## config.mk

```make
export PLATFORM = sky130hd
export DESIGN_NAME = boot_loader_flat
export DESIGN_NICKNAME = d
export VERILOG_FILES = /design/src/rtl/boot_loader_pkg.sv /design/src/rtl/boot_loader_if.sv /design/src/rtl/boot_loader.sv /design/src/flat_wrapper.sv
export SDC_FILE = /design/constraint.sdc
export NUM_CORES = 1
export LEC_CHECK = 0
export CAP_MARGIN = 20
export CORE_MARGIN = 2
export CORE_UTILIZATION = 40
export DETAILED_ROUTE_END_ITERATION = 7
export GPL_ROUTABILITY_DRIVEN = 0
export PLACE_DENSITY = 0.64
export SYNTH_ARGS = -nofsm -noshare
export SYNTH_HDL_FRONTEND = slang
export SYNTH_SLANG_ARGS = --single-unit
```

## constraint.sdc

```tcl
create_clock -name clk -period 1.7 [get_ports clk]
set_input_delay 0.51 -clock clk [delete_from_list [all_inputs] [get_ports clk]]
set_output_delay 0.51 -clock clk [all_outputs]
set_load 0.01 [all_outputs]
```

## src/rtl/boot_loader_pkg.sv

```systemverilog
// Shared definitions for the boot loader: bus widths, frame sync byte and
// the loader state encoding.
package boot_loader_pkg;

  localparam int ADDR_W = 8;
  localparam int DATA_W = 16;

  localparam logic [7:0] HEADER = 8'hA5;

  typedef enum logic [2:0] {
    S_IDLE,
    S_COUNT,
    S_HI,
    S_LO,
    S_CHECK,
    S_DONE,
    S_ERROR
  } state_e;

  // The loader takes stream bytes in every state except the two terminal ones.
  function automatic logic accepts_bytes(input state_e s);
    return (s != S_DONE) && (s != S_ERROR);
  endfunction

endpackage

```

## src/rtl/boot_loader_if.sv

```systemverilog
// Byte stream in, instruction memory write port out. The master side feeds
// bytes and observes writes; the slave side is the loader itself.
interface boot_loader_if;
  import boot_loader_pkg::*;

  logic              in_valid;
  logic [7:0]        in_data;
  logic              in_ready;
  logic              imem_we;
  logic [ADDR_W-1:0] imem_addr;
  logic [DATA_W-1:0] imem_wdata;

  modport master (
    output in_valid, in_data,
    input  in_ready, imem_we, imem_addr, imem_wdata
  );

  modport slave (
    input  in_valid, in_data,
    output in_ready, imem_we, imem_addr, imem_wdata
  );

endinterface

```

## src/rtl/boot_loader.sv

```systemverilog
// Program loader: parses HEADER / count / word bytes / checksum frames,
// writes 16-bit words into instruction memory and holds the core in reset
// until a checksum-verified image is in place.
module boot_loader
  import boot_loader_pkg::*;
(
  input  logic         clk,
  input  logic         rst,
  boot_loader_if.slave bus,
  input  logic         restart,
  output logic         core_rst,
  output logic         done,
  output logic         err
);

  state_e            state_q, state_d;
  logic [7:0]        count_q, count_d;
  logic [7:0]        word_idx_q, word_idx_d;
  logic [7:0]        hi_q, hi_d;
  logic [7:0]        xor_q, xor_d;
  logic              we_q, we_d;
  logic [ADDR_W-1:0] addr_q, addr_d;
  logic [DATA_W-1:0] wdata_q, wdata_d;

  logic take;
  logic last_word;

  // Ready is a pure decode of state, forced low while reset is applied.
  assign bus.in_ready = ~rst & accepts_bytes(state_q);
  assign take         = bus.in_valid & bus.in_ready;
  assign last_word    = (word_idx_q == count_q - 8'd1);

  // Next-state, datapath and write-strobe decode for one byte per cycle.
  always_comb begin
    // NOTE: every variable gets a default before the case so no path leaves
    // it unassigned; otherwise synthesis infers a latch.
    state_d    = state_q;
    count_d    = count_q;
    word_idx_d = word_idx_q;
    hi_d       = hi_q;
    xor_d      = xor_q;
    we_d       = 1'b0;
    addr_d     = addr_q;
    wdata_d    = wdata_q;

    unique case (state_q)
      S_IDLE: begin
        // Anything other than the sync byte is swallowed.
        if (take && bus.in_data == HEADER) begin
          state_d = S_COUNT;
          xor_d   = 8'h00;
        end
      end
      S_COUNT: begin
        if (take) begin
          count_d    = bus.in_data;
          word_idx_d = 8'd0;
          state_d    = (bus.in_data == 8'd0) ? S_CHECK : S_HI;
        end
      end
      S_HI: begin
        if (take) begin
          hi_d    = bus.in_data;
          xor_d   = xor_q ^ bus.in_data;
          state_d = S_LO;
        end
      end
      S_LO: begin
        if (take) begin
          xor_d      = xor_q ^ bus.in_data;
          we_d       = 1'b1;
          addr_d     = word_idx_q;
          wdata_d    = {hi_q, bus.in_data};
          word_idx_d = word_idx_q + 8'd1;
          state_d    = last_word ? S_CHECK : S_HI;
        end
      end
      S_CHECK: begin
        if (take) begin
          state_d = (bus.in_data == xor_q) ? S_DONE : S_ERROR;
        end
      end
      S_DONE, S_ERROR: begin
        // Only the terminal states honour restart; memory contents stay.
        if (restart) begin
          state_d = S_IDLE;
          xor_d   = 8'h00;
        end
      end
      default: state_d = S_IDLE;
    endcase
  end

  // State and datapath registers with synchronous active-high reset.
  always_ff @(posedge clk) begin
    // NOTE: sequential state uses non-blocking assignments so every flop
    // samples pre-edge values regardless of statement order.
    if (rst) begin
      state_q    <= S_IDLE;
      count_q    <= 8'd0;
      word_idx_q <= 8'd0;
      hi_q       <= 8'd0;
      xor_q      <= 8'd0;
      we_q       <= 1'b0;
      addr_q     <= '0;
      wdata_q    <= '0;
    end else begin
      state_q    <= state_d;
      count_q    <= count_d;
      word_idx_q <= word_idx_d;
      hi_q       <= hi_d;
      xor_q      <= xor_d;
      we_q       <= we_d;
      addr_q     <= addr_d;
      wdata_q    <= wdata_d;
    end
  end

  assign bus.imem_we    = we_q;
  assign bus.imem_addr  = addr_q;
  assign bus.imem_wdata = wdata_q;

  assign done     = (state_q == S_DONE);
  assign err      = (state_q == S_ERROR);
  assign core_rst = (state_q != S_DONE);

endmodule

```

## src/flat_wrapper.sv

```systemverilog
// flat-port wrapper written by rule: the top's interface ports become plain ports
module boot_loader_flat import boot_loader_pkg::*;
  (clk, rst, restart, core_rst, done, err, bus_in_valid, bus_in_data, bus_in_ready, bus_imem_we, bus_imem_addr, bus_imem_wdata);
  boot_loader_if bus_i ();
  input  logic clk;
  input  logic rst;
  input  logic restart;
  output logic core_rst;
  output logic done;
  output logic err;
  input wire logic [$bits(bus_i.in_valid)-1:0] bus_in_valid;
  input wire logic [$bits(bus_i.in_data)-1:0] bus_in_data;
  output wire logic [$bits(bus_i.in_ready)-1:0] bus_in_ready;
  output wire logic [$bits(bus_i.imem_we)-1:0] bus_imem_we;
  output wire logic [$bits(bus_i.imem_addr)-1:0] bus_imem_addr;
  output wire logic [$bits(bus_i.imem_wdata)-1:0] bus_imem_wdata;
  assign bus_i.in_valid = bus_in_valid;
  assign bus_i.in_data = bus_in_data;
  assign bus_in_ready = bus_i.in_ready;
  assign bus_imem_we = bus_i.imem_we;
  assign bus_imem_addr = bus_i.imem_addr;
  assign bus_imem_wdata = bus_i.imem_wdata;
  boot_loader u_core (.clk(clk), .rst(rst), .bus(bus_i), .restart(restart), .core_rst(core_rst), .done(done), .err(err));
endmodule
```

==> flow_summary_export.csv, run 1 <==
group,metric,value,unit
worst_hold_path,hold-path-cell-count,2,
timing,fin_tns_setup,-0.0750,ns
global_route,grt_pass1_vias,2627,
layout,fillCellCount,627,
timing,holdWs,0.449,ns
setup_path,crit_type,"flop to flop",
timing,fmax,572,MHz
synth,syn_avg_cell_area,8.06,um^2
place,port_buffers,40,
timing,setup_ws,-0.0490,ns
drt,routed_wl,7370,um
global_route,antenna_found_initial,0,
timing,finalCritPeriodShare,103,%
drt,vias_per_cell,5.06,
synth,synthTopCellsByCount,"65 x nand2_1, 60 x dfxtp_1, 50 x a21oi_1",
setup_path,critical_path.max_fanout,6,
synth,ys_seq_elements,60,
die,dieArea,0.00782,mm^2
power_and_ir_drop,sw_frac_of_total,22.0,%
clock_tree,cts_made_buffers,9,
die,die_x,88.4,um
clock_tree,cts_tree,"built",
layout,instances_no_fill,540,
timing,setup_violations,2,
setup_path,reg2reg_depth,5,
clock_tree,clk_latency,0.33,ns
setup_path,r2r_slack,-0.05,ns
flow_run,cap_viol_max_count,0,
place,dp.cells,517,
run_status,outcome,"complete, but fails checks",
global_route,grt_pass1_wl,12300,um
synth,syn_nets,368,
clock_tree,cts_root_buffer,"clkbuf_8",
layout,seq_area,0.00122,mm^2
clock_tree,cts_htree_levels,3,
synth,synth_cells,354,
die,initial_core_util,41.7,%
setup_path,cp-start-kind,"flop",
synth,synth_top_area_cell,"dfxtp_1",
timing,fin_crit,1.75,ns
global_route,grt_usage,20.2,%
die,io_pins,41,
clock_tree,cts.path.max_buffers,2,
synth,synth.distinct_cells,45,
power_and_ir_drop,p_comb_share,5.3,%
worst_hold_path,min_to,"u_core.bus.imem_addr[1]",
synth,ys.warnings.count,0,
timing,tightest_slew,0.484,ns
synth,synth.cell_area,0.00285,mm^2
synth,synth_seq_area_share,42.1,%
synth,synth_area_leaders,"dfxtp_1 42%, a21oi_1 8.8%, nand2_1 8.6%, xor2_1 5.2%, nor2_1 4.1%",
timing,slew_viol_final,0,
layout,drive_gt1_share,26.8,%
setup_path,crit_required,1.89,ns
drt,dr.pass1.iters,4,
timing,rsz0062_at_grt,"yes",
global_route,grt_start_max_net_pins,32,
setup_path,arrival,1.94,ns
power_and_ir_drop,leakage,1.75,nW
power_and_ir_drop,p_clk_share,45.5,%
layout,insertedDiodeCount,0,
drt,drtIter0Drc,127,
synth,synth_top_area_share,42.1,%
timing,hold_viol,0,
run_status,violations,"setup timing",
die,die_h,88.4,um
synth,synth_top_flop_cell,"dfxtp_1",
drt,drtAntennaViolNets,0,
drt,drcViolationCount,0,
worst_hold_path,hp-start,"u_core.bus.imem_addr[1]",
timing,clock_skew,0.00536,ns
place,dpl_worst_slack,-0.550,ns
setup_path,end_kind,"flop",
drt,vias,2733,
synth,async_reset_ff_share,0,%
layout,area_growth,44.1,%
layout,multi_input_area,0.00171,mm^2
setup_path,timing.rr.start,"u_core.count_q[3]",
layout,nNetsFinal,453,
power_and_ir_drop,max-vdd-ir-drop,500,uV
synth,synth_edf_count,0,
power_and_ir_drop,powerDensity,693,mW/mm^2
timing,slew_headroom,67.5,%
setup_path,timing.rr.end,"u_core.state_q[1]",
place,dp_hpwl,5310,um
drt,wl_per_cell,13.7,um
synth,synth.most_common_cell,"nand2_1",
clock_tree,clk_pin_slew,0.06,ns
power_and_ir_drop,pwr-share-seq,49.2,%
power_and_ir_drop,p_sw,626,uW
clock_tree,cts_sinks,60,
die,coreArea,0.00683,mm^2
global_route,grt-ovfl-total,0,
worst_hold_path,hold_path_class,"flop to flop",
power_and_ir_drop,intPower,2.22,mW
die,rows,30,
==> flip-flops by register name, summed over array words and instances, names as in the netlist <==
| name | count |
|---|---|
| u_core.word_idx_q | 8 |
| u_core.bus.imem_we | 1 |
| u_core.state_q | 3 |
| u_core.xor_q | 8 |
| u_core.hi_q | 8 |
| u_core.bus.imem_wdata | 16 |
| u_core.bus.imem_addr | 8 |
| u_core.count_q | 8 |
==> final cells by class <==
class                      count  share of cell area [%]
tap                           96                    2.92
multi-input combinational    260                    41.7
timing repair buffer         100                    20.2
sequential                    60                    29.6
clock inverter                 4                    1.16
clock buffer                  12                    3.77
inverter                       8                   0.731
==> cells in the final DEF (no fill, tap or decap), types with 3 or more instances in the layout <==
| cell type | netlist | final |
|---|---|---|
| buf_4 | 0 | 54 |
| nand3_1 | 6 | 5 |
| xnor2_1 | 7 | 4 |
| mux2i_1 | 8 | 8 |
| nor2_1 | 31 | 28 |
| dfxtp_4 | 0 | 3 |
| nand4_1 | 3 | 3 |
| nand3b_1 | 9 | 9 |
| inv_2 | 1 | 3 |
| inv_1 | 7 | 5 |
| dfxtp_2 | 0 | 3 |
| a21oi_1 | 50 | 50 |
| xor2_1 | 17 | 16 |
| dfxtp_1 | 60 | 54 |
| clkbuf_8 | 0 | 11 |
| buf_6 | 1 | 4 |
| nor2_2 | 1 | 3 |
| nand2b_1 | 5 | 4 |
| o21ai_1 | 16 | 15 |
| o211ai_1 | 3 | 3 |
| nand2_1 | 65 | 65 |
| dlygate4sd2_1 | 0 | 33 |
==> cell families (layout without fill, tap and decap cells) <==
| kind of cell | count (synthesis) | count (layout) | share of synthesized area [%] |
|---|---|---|---|
| buf+inv | 34 | 124 | 5.27 |
| compound gates | 84 | 84 | 16.7 |
| flops | 60 | 60 | 42.1 |
| mux | 8 | 8 | 2.81 |
| simple gates | 142 | 142 | 24.8 |
| fa+ha+maj | 2 | 2 | 0.877 |
| xor+xnor | 24 | 24 | 7.37 |
==> repair_timing <==
action / CTS / global route
gates resized for setup: 70 / 23
cloned: 0 / 0
hold buffers: 0 / 0
pin swaps: 10 / 10
setup buffers: 5 / 2
setup endpoints to repair: 44 / 18
==> per-stage QoR <==
| stage | cell area [um^2] | util, % | total power [mW] |
|---|---|---|---|
| 4_1_cts | 3990 | 58.4 | 2.88 |
| 3_3_place_gp | 3680 | 53.8 | 1.59 |
| 6_report | 4110 | 60.2 | 2.85 |
| 5_1_grt | 4110 | 60.2 | 2.95 |
| 2_1_floorplan | 2890 | - | 1.51 |
| 3_5_place_dp | 3680 | 53.8 | 1.59 |
==> worst max-delay path by stage <==
stage	startpoint	to
2_1_floorplan	bus_in_data[5]	u_core.state_q[1]
3_3_place_gp	bus_in_data[4]	u_core.state_q[1]
3_5_place_dp	bus_in_data[4]	u_core.state_q[1]
4_1_cts	u_core.count_q[1]	u_core.state_q[1]
5_1_grt	u_core.count_q[3]	u_core.state_q[2]
6_report	u_core.count_q[3]	u_core.state_q[1]
==> power by group through the flow <==
stage               Sequential (mW)  Combinational (mW)  Clock [mW]
floorplan                      1.44              0.0741           0
global placement               1.44               0.149           0
detailed placement             1.44               0.150           0
CTS                            1.40               0.149        1.33
global route                   1.40               0.163        1.38
finish                         1.40               0.151        1.30
==> worst max-delay path, cell delays in order, from the launching register on <==
cell       delay (ns)
dfxtp_4          0.37
nor4_4           0.35
nand3_2          0.18
buf_6            0.15
a2111oi_4        0.40
o211ai_1         0.16
==> layer usage <==
metal | global-route usage, % | wire length, um | vias up
li1 | - | - | 1375
met1 | 25.3 | 3280 | 1292
met2 | 34.8 | 3750 | 55
met3 | 4.10 | 254 | 11
met4 | 6.47 | 82 | 0
met5 | 0 | 0 | -
No activity file was read; power rests on OpenSTA's default activity.
==> inputs of run 2 (changes only) <==
PLACE_DENSITY = 0.62   (was 0.64)
clock period = 2.02 ns   (was 1.7 ns; I/O delays follow)
==> run 2 against run 1 <==
Against the previous run: the run now ends clean; via count down 1.6%; clock power fell by 18%; combinational power is 19% lower; non-clock buffer count down 15; sequential share of layout area grew 1.4 points.
==> flow_summary_export.csv, run 2 (synthesis gave the netlist of run 1 again) <==
group,metric,value,unit
run_status,outcome,"complete, no violations",
die,io_pins,41,
clock_tree,cts_made_buffers,9,
drt,drtAntennaViolNets,0,
clock_tree,clk_latency,0.34,ns
timing,clock_skew,0.00640,ns
drt,vias_per_cell,5.12,
timing,fin_tns_setup,0,ns
place,dp_hpwl,5440,um
setup_path,crit_type,"primary input to flop",
timing,hold_viol,0,
timing,finalCritPeriodShare,96.9,%
timing,setup_violations,0,
clock_tree,cts_htree_levels,3,
clock_tree,cts_root_buffer,"clkbuf_8",
power_and_ir_drop,leakage,1.56,nW
setup_path,critical_path.max_fanout,8,
setup_path,arrival,2.17,ns
place,place_area,0.00360,mm^2
flow_run,cap_viol_max_count,0,
timing,fmax,511,MHz
drt,routed_wl,7590,um
die,die_x,88.4,um
die,die_h,88.4,um
layout,nNetsFinal,438,
clock_tree,cts_sinks,60,
setup_path,path_delay_family,"buffers and inverters",
clock_tree,clk_pin_slew,0.07,ns
global_route,grt_start_max_net_pins,36,
layout,insertedDiodeCount,0,
layout,final_common_cell,"nand2_1",
global_route,grt_pass1_vias,2604,
drt,drcViolationCount,0,
setup_path,cp-start-kind,"primary input",
layout,drive_gt1_share,18.9,%
global_route,antenna_found_initial,0,
setup_path,cp_num_buf_inv,2,
worst_hold_path,hold_path_class,"flop to flop",
die,initial_core_util,41.7,%
place,port_buffers,40,
place,dp.cells,509,
global_route,grt-ovfl-total,0,
die,coreArea,0.00683,mm^2
global_route,grt_pass1_wl,12500,um
setup_path,cpPeakStageDelay,0.53,ns
clock_tree,cts_tree,"built",
timing,fin_crit,1.96,ns
layout,largest_register_ffs,16,
layout,instances_no_fill,525,
drt,dr.pass1.iters,4,
setup_path,cpMaxStageDelayCell,"clkdlybuf4s50_1",
setup_path,r2r_slack,0.19,ns
power_and_ir_drop,powerDensity,606,mW/mm^2
setup_path,crit_required,2.24,ns
clock_tree,post_cts_buffers,0,
layout,fillCellCount,646,
die,dieArea,0.00782,mm^2
drt,drtIter0Drc,141,
die,rows,30,
timing,slew_headroom,76.1,%
timing,slew_viol_final,0,
setup_path,end_kind,"flop",
global_route,grt_usage,20.7,%
drt,wl_per_cell,14.4,um
drt,vias,2690,
timing,tightest_slew,0.354,ns
clock_tree,cts.path.max_buffers,2,
clock_tree,holdBufCountCts,0,
layout,layout_common_cells,"65 x nand2_1, 58 x dfxtp_1, 50 x a21oi_1",
setup_path,crit_chain,"clkdlybuf4s50_1 -> buf_4 -> nor2b_2 -> nand2_1 -> o31a_1 -> o21ai_1 -> a21oi_1",
layout,stdcell_area,0.00389,mm^2
power_and_ir_drop,max-vdd-ir-drop,430,uV
layout,area_growth,36.5,%
run 2: cell types whose count changed in the layout (fill, tap and decap cells not counted), sizes merged:
cell / before / now
dlygate4sd2: 33 / 4
clkdlybuf4s50: 1 / 27
buf: 62 / 46
dlymetal6s2s: 1 / 8
clkbuf: 14 / 10
clkinv: 2 / 4
clkdlybuf4s15: 1 / 0
run 2: path summary, 6_finish.rpt:
kind | from | end | cells after the start
setup reg to reg | u_core.count_q[2] | u_core.state_q[1] | 6
hold reg to reg | u_core.bus.imem_wdata[5] | u_core.bus.imem_wdata[5] | 2
hold / removal | u_core.bus.imem_wdata[5] | u_core.bus.imem_wdata[5] | 2
setup / recovery | bus_in_valid | u_core.xor_q[1] | 7
run 2: final cells by class:
type	count	area, um^2	area share (%)
Clock buffer	10	128	3.28
Clock inverter	6	65.1	1.67
Inverter	8	30.0	0.772
Multi-Input combinational cell	260	1580	40.6
Sequential cell	60	1210	31.0
Tap cell	96	120	3.09
Timing Repair Buffer	85	761	19.5
run 2: worst register-to-register path, stage by stage (launching register included):
cell       delay (ns)
dfxtp_1          0.40
nor4_4           0.38
nand3b_1         0.14
xnor2_1          0.19
a2111oi_4        0.36
buf_4            0.17
o211ai_1         0.07
run 2: what timing repair did:
item / CTS / global route
gates resized for setup: 11 / 19
pin swaps: 0 / 3
setup endpoints to repair: 5 / 12
run 2: power breakdown:
group          switching [mW]  leakage (nW)  internal, mW
Clock                   0.486        0.0962         0.569
Sequential           0.000508         0.484          1.18
Combinational          0.0660         0.979        0.0564
run 2: routing by layer:
| layer | wire (um) | part of all wire [%] | GRT usage [%] | up-vias |
|---|---|---|---|---|
| li1 | - | - | - | 1344 |
| met1 | 3330 | 44 | 25.8 | 1271 |
| met2 | 3850 | 51 | 35.4 | 64 |
| met3 | 318 | 4.2 | 5.60 | 11 |
| met4 | 84 | 1.1 | 5.79 | 0 |
| met5 | 0 | 0 | 0 | - |
run 2: through the flow:
step | utilization, % | worst slack, ns | power (mW) | hold slack, ns
4_1_cts | 55.7 | 0.0127 | 2.38 | 0.455
3_5_place_dp | 52.7 | -0.345 | 1.33 | 0.446
5_1_grt | 57.0 | -0.0111 | 2.45 | 0.470
3_3_place_gp | 52.7 | -0.298 | 1.33 | 0.442
2_1_floorplan | - | 0.145 | 1.27 | 0.432
6_report | 57.0 | 0.0632 | 2.36 | 0.452
==> inputs of run 3 (changes only) <==
CAP_MARGIN = 40   (was 20)
CORE_UTILIZATION = 58   (was 40)
PLACE_DENSITY = 0.84   (was 0.62)
==> run 3 against run 2 <==
Against the previous run: non-clock buffer count is 8 lower; critical path type unchanged; total power grew 4.4%; worst hold slack better by 0.0024 ns.
==> flow_summary_export.csv, run 3 (synthesis gave the netlist of run 1 again) <==
group,metric,value,unit
timing,fmax,495,MHz
power_and_ir_drop,power,2.46,mW
setup_path,reg2reg_depth,8,
power_and_ir_drop,leakage,1.52,nW
drt,drtIter0Drc,164,
flow_run,cap_viol_max_count,0,
clock_tree,cts_htree_levels,3,
die,die_h,74.1,um
place,dp_hpwl,5420,um
layout,nNetsFinal,430,
drt,wl_per_cell,16.4,um
worst_hold_path,hold-path-cell-count,2,
timing,setup_violations,0,
place,port_buffers,40,
timing,clock_skew,0.00708,ns
clock_tree,clk_latency,0.35,ns
clock_tree,cts_made_buffers,9,
worst_hold_path,hold_path_class,"flop to flop",
global_route,grt_pass1_wl,12500,um
drt,vias,2794,
timing,holdWs,0.454,ns
power_and_ir_drop,max-vdd-ir-drop,720,uV
timing,slew_headroom,74.4,%
drt,drtAntennaViolNets,0,
layout,drive_gt1_share,16.9,%
place,dpl_worst_slack,-0.360,ns
die,coreArea,0.00472,mm^2
layout,area_growth,33.2,%
clock_tree,post_cts_buffers,0,
die,dieArea,0.00549,mm^2
setup_path,crit_type,"primary input to flop",
layout,insertedDiodeCount,0,
clock_tree,clk_pin_slew,0.07,ns
timing,setup_ws,0.000991,ns
clock_tree,cts_tree,"built",
setup_path,arrival,2.26,ns
timing,finalCritPeriodShare,100,%
drt,routed_wl,7970,um
die,rows,25,
layout,layout_common_cells,"65 x nand2_1, 57 x dfxtp_1, 50 x a21oi_1",
layout,stdcell_area,0.00380,mm^2
global_route,antenna_found_initial,0,
setup_path,crit_required,2.26,ns
global_route,grt_start_max_net_pins,37,
setup_path,cp-start-kind,"primary input",
layout,final_common_cell,"nand2_1",
global_route,grt-ovfl-total,0,
timing,fin_crit,2.02,ns
setup_path,end_kind,"flop",
global_route,grt_usage,30.3,%
clock_tree,cts.path.max_buffers,2,
clock_tree,cts_sinks,60,
global_route,grt_pass1_vias,2694,
die,die_x,74.1,um
die,initial_core_util,60.4,%
drt,dr.pass1.iters,4,
clock_tree,cts_root_buffer,"clkbuf_8",
setup_path,critical_path.max_fanout,3,
place,place_area,0.00351,mm^2
die,io_pins,41,
timing,slew_viol_final,0,
timing,tightest_slew,0.383,ns
run_status,outcome,"complete, no violations",
layout,largest_register_ffs,16,
drt,drcViolationCount,0,
drt,vias_per_cell,5.74,
timing,rsz0062_at_grt,"yes",
power_and_ir_drop,powerDensity,649,mW/mm^2
timing,hold_viol,0,
## run 3: worst max-delay path: stages
cell and delay, ns:
clkdlybuf4s50_1 0.49, nor4bb_2 0.31, buf_4 0.19, and4_1 0.25, nand3_1 0.16, xor2_2 0.19, nor2_1 0.06
## run 3: cell type report
cell class / count / area (um^2)
clock buffer: 10 / 128
clock inverter: 5 / 77.6
fill: 302 / 925
inverter: 8 / 30.0
multi-input combinational: 260 / 1560
sequential: 60 / 1210
tap: 67 / 83.8
timing repair buffer: 77 / 709
## run 3: worst paths after layout
check / startpoint / slack [ns] / end
min reg2reg: u_core.bus.imem_addr[5] / 0.45 / u_core.bus.imem_addr[5]
max reg2reg: u_core.count_q[0] / 0.10 / u_core.state_q[1]
max: bus_in_valid / 0.001 / u_core.word_idx_q[7]
min: u_core.bus.imem_addr[5] / 0.45 / u_core.bus.imem_addr[5]
## run 3: where the power goes
group | total [mW] | switching (mW) | leakage (nW) | internal [mW]
Clock | 1.17 | 0.485 | 0.102 | 0.683
Combinational | 0.114 | 0.0648 | 0.931 | 0.0497
Sequential | 1.18 | 0.000435 | 0.485 | 1.18
Total | 2.46 | 0.550 | 1.52 | 1.91
## run 3: per-layer routing
metal  vias to the layer above  track usage, %  share of wire [%]
li1                       1323               -                  -
met1                      1326            34.0                 38
met5                         -               0                  0
met2                       123            55.3                 52
met3                        22            7.59                7.3
met4                         0            10.9                2.3
## run 3: what timing repair did
item,in CTS,in global routing
pin swaps,0,1
hold buffers,0,0
endpoints found under the hold margin,0,0
setup endpoints to repair,5,9
gates resized for setup,15,12
## run 3: metrics by stage
step	TNS, ns	util [%]	cells
after floorplan	0	-	354
after global placement	-5.90	74.4	472
after detailed placement	-7.63	74.4	472
after CTS	0	79.3	487
after global routing	-0.186	80.4	487
final	0	80.4	487
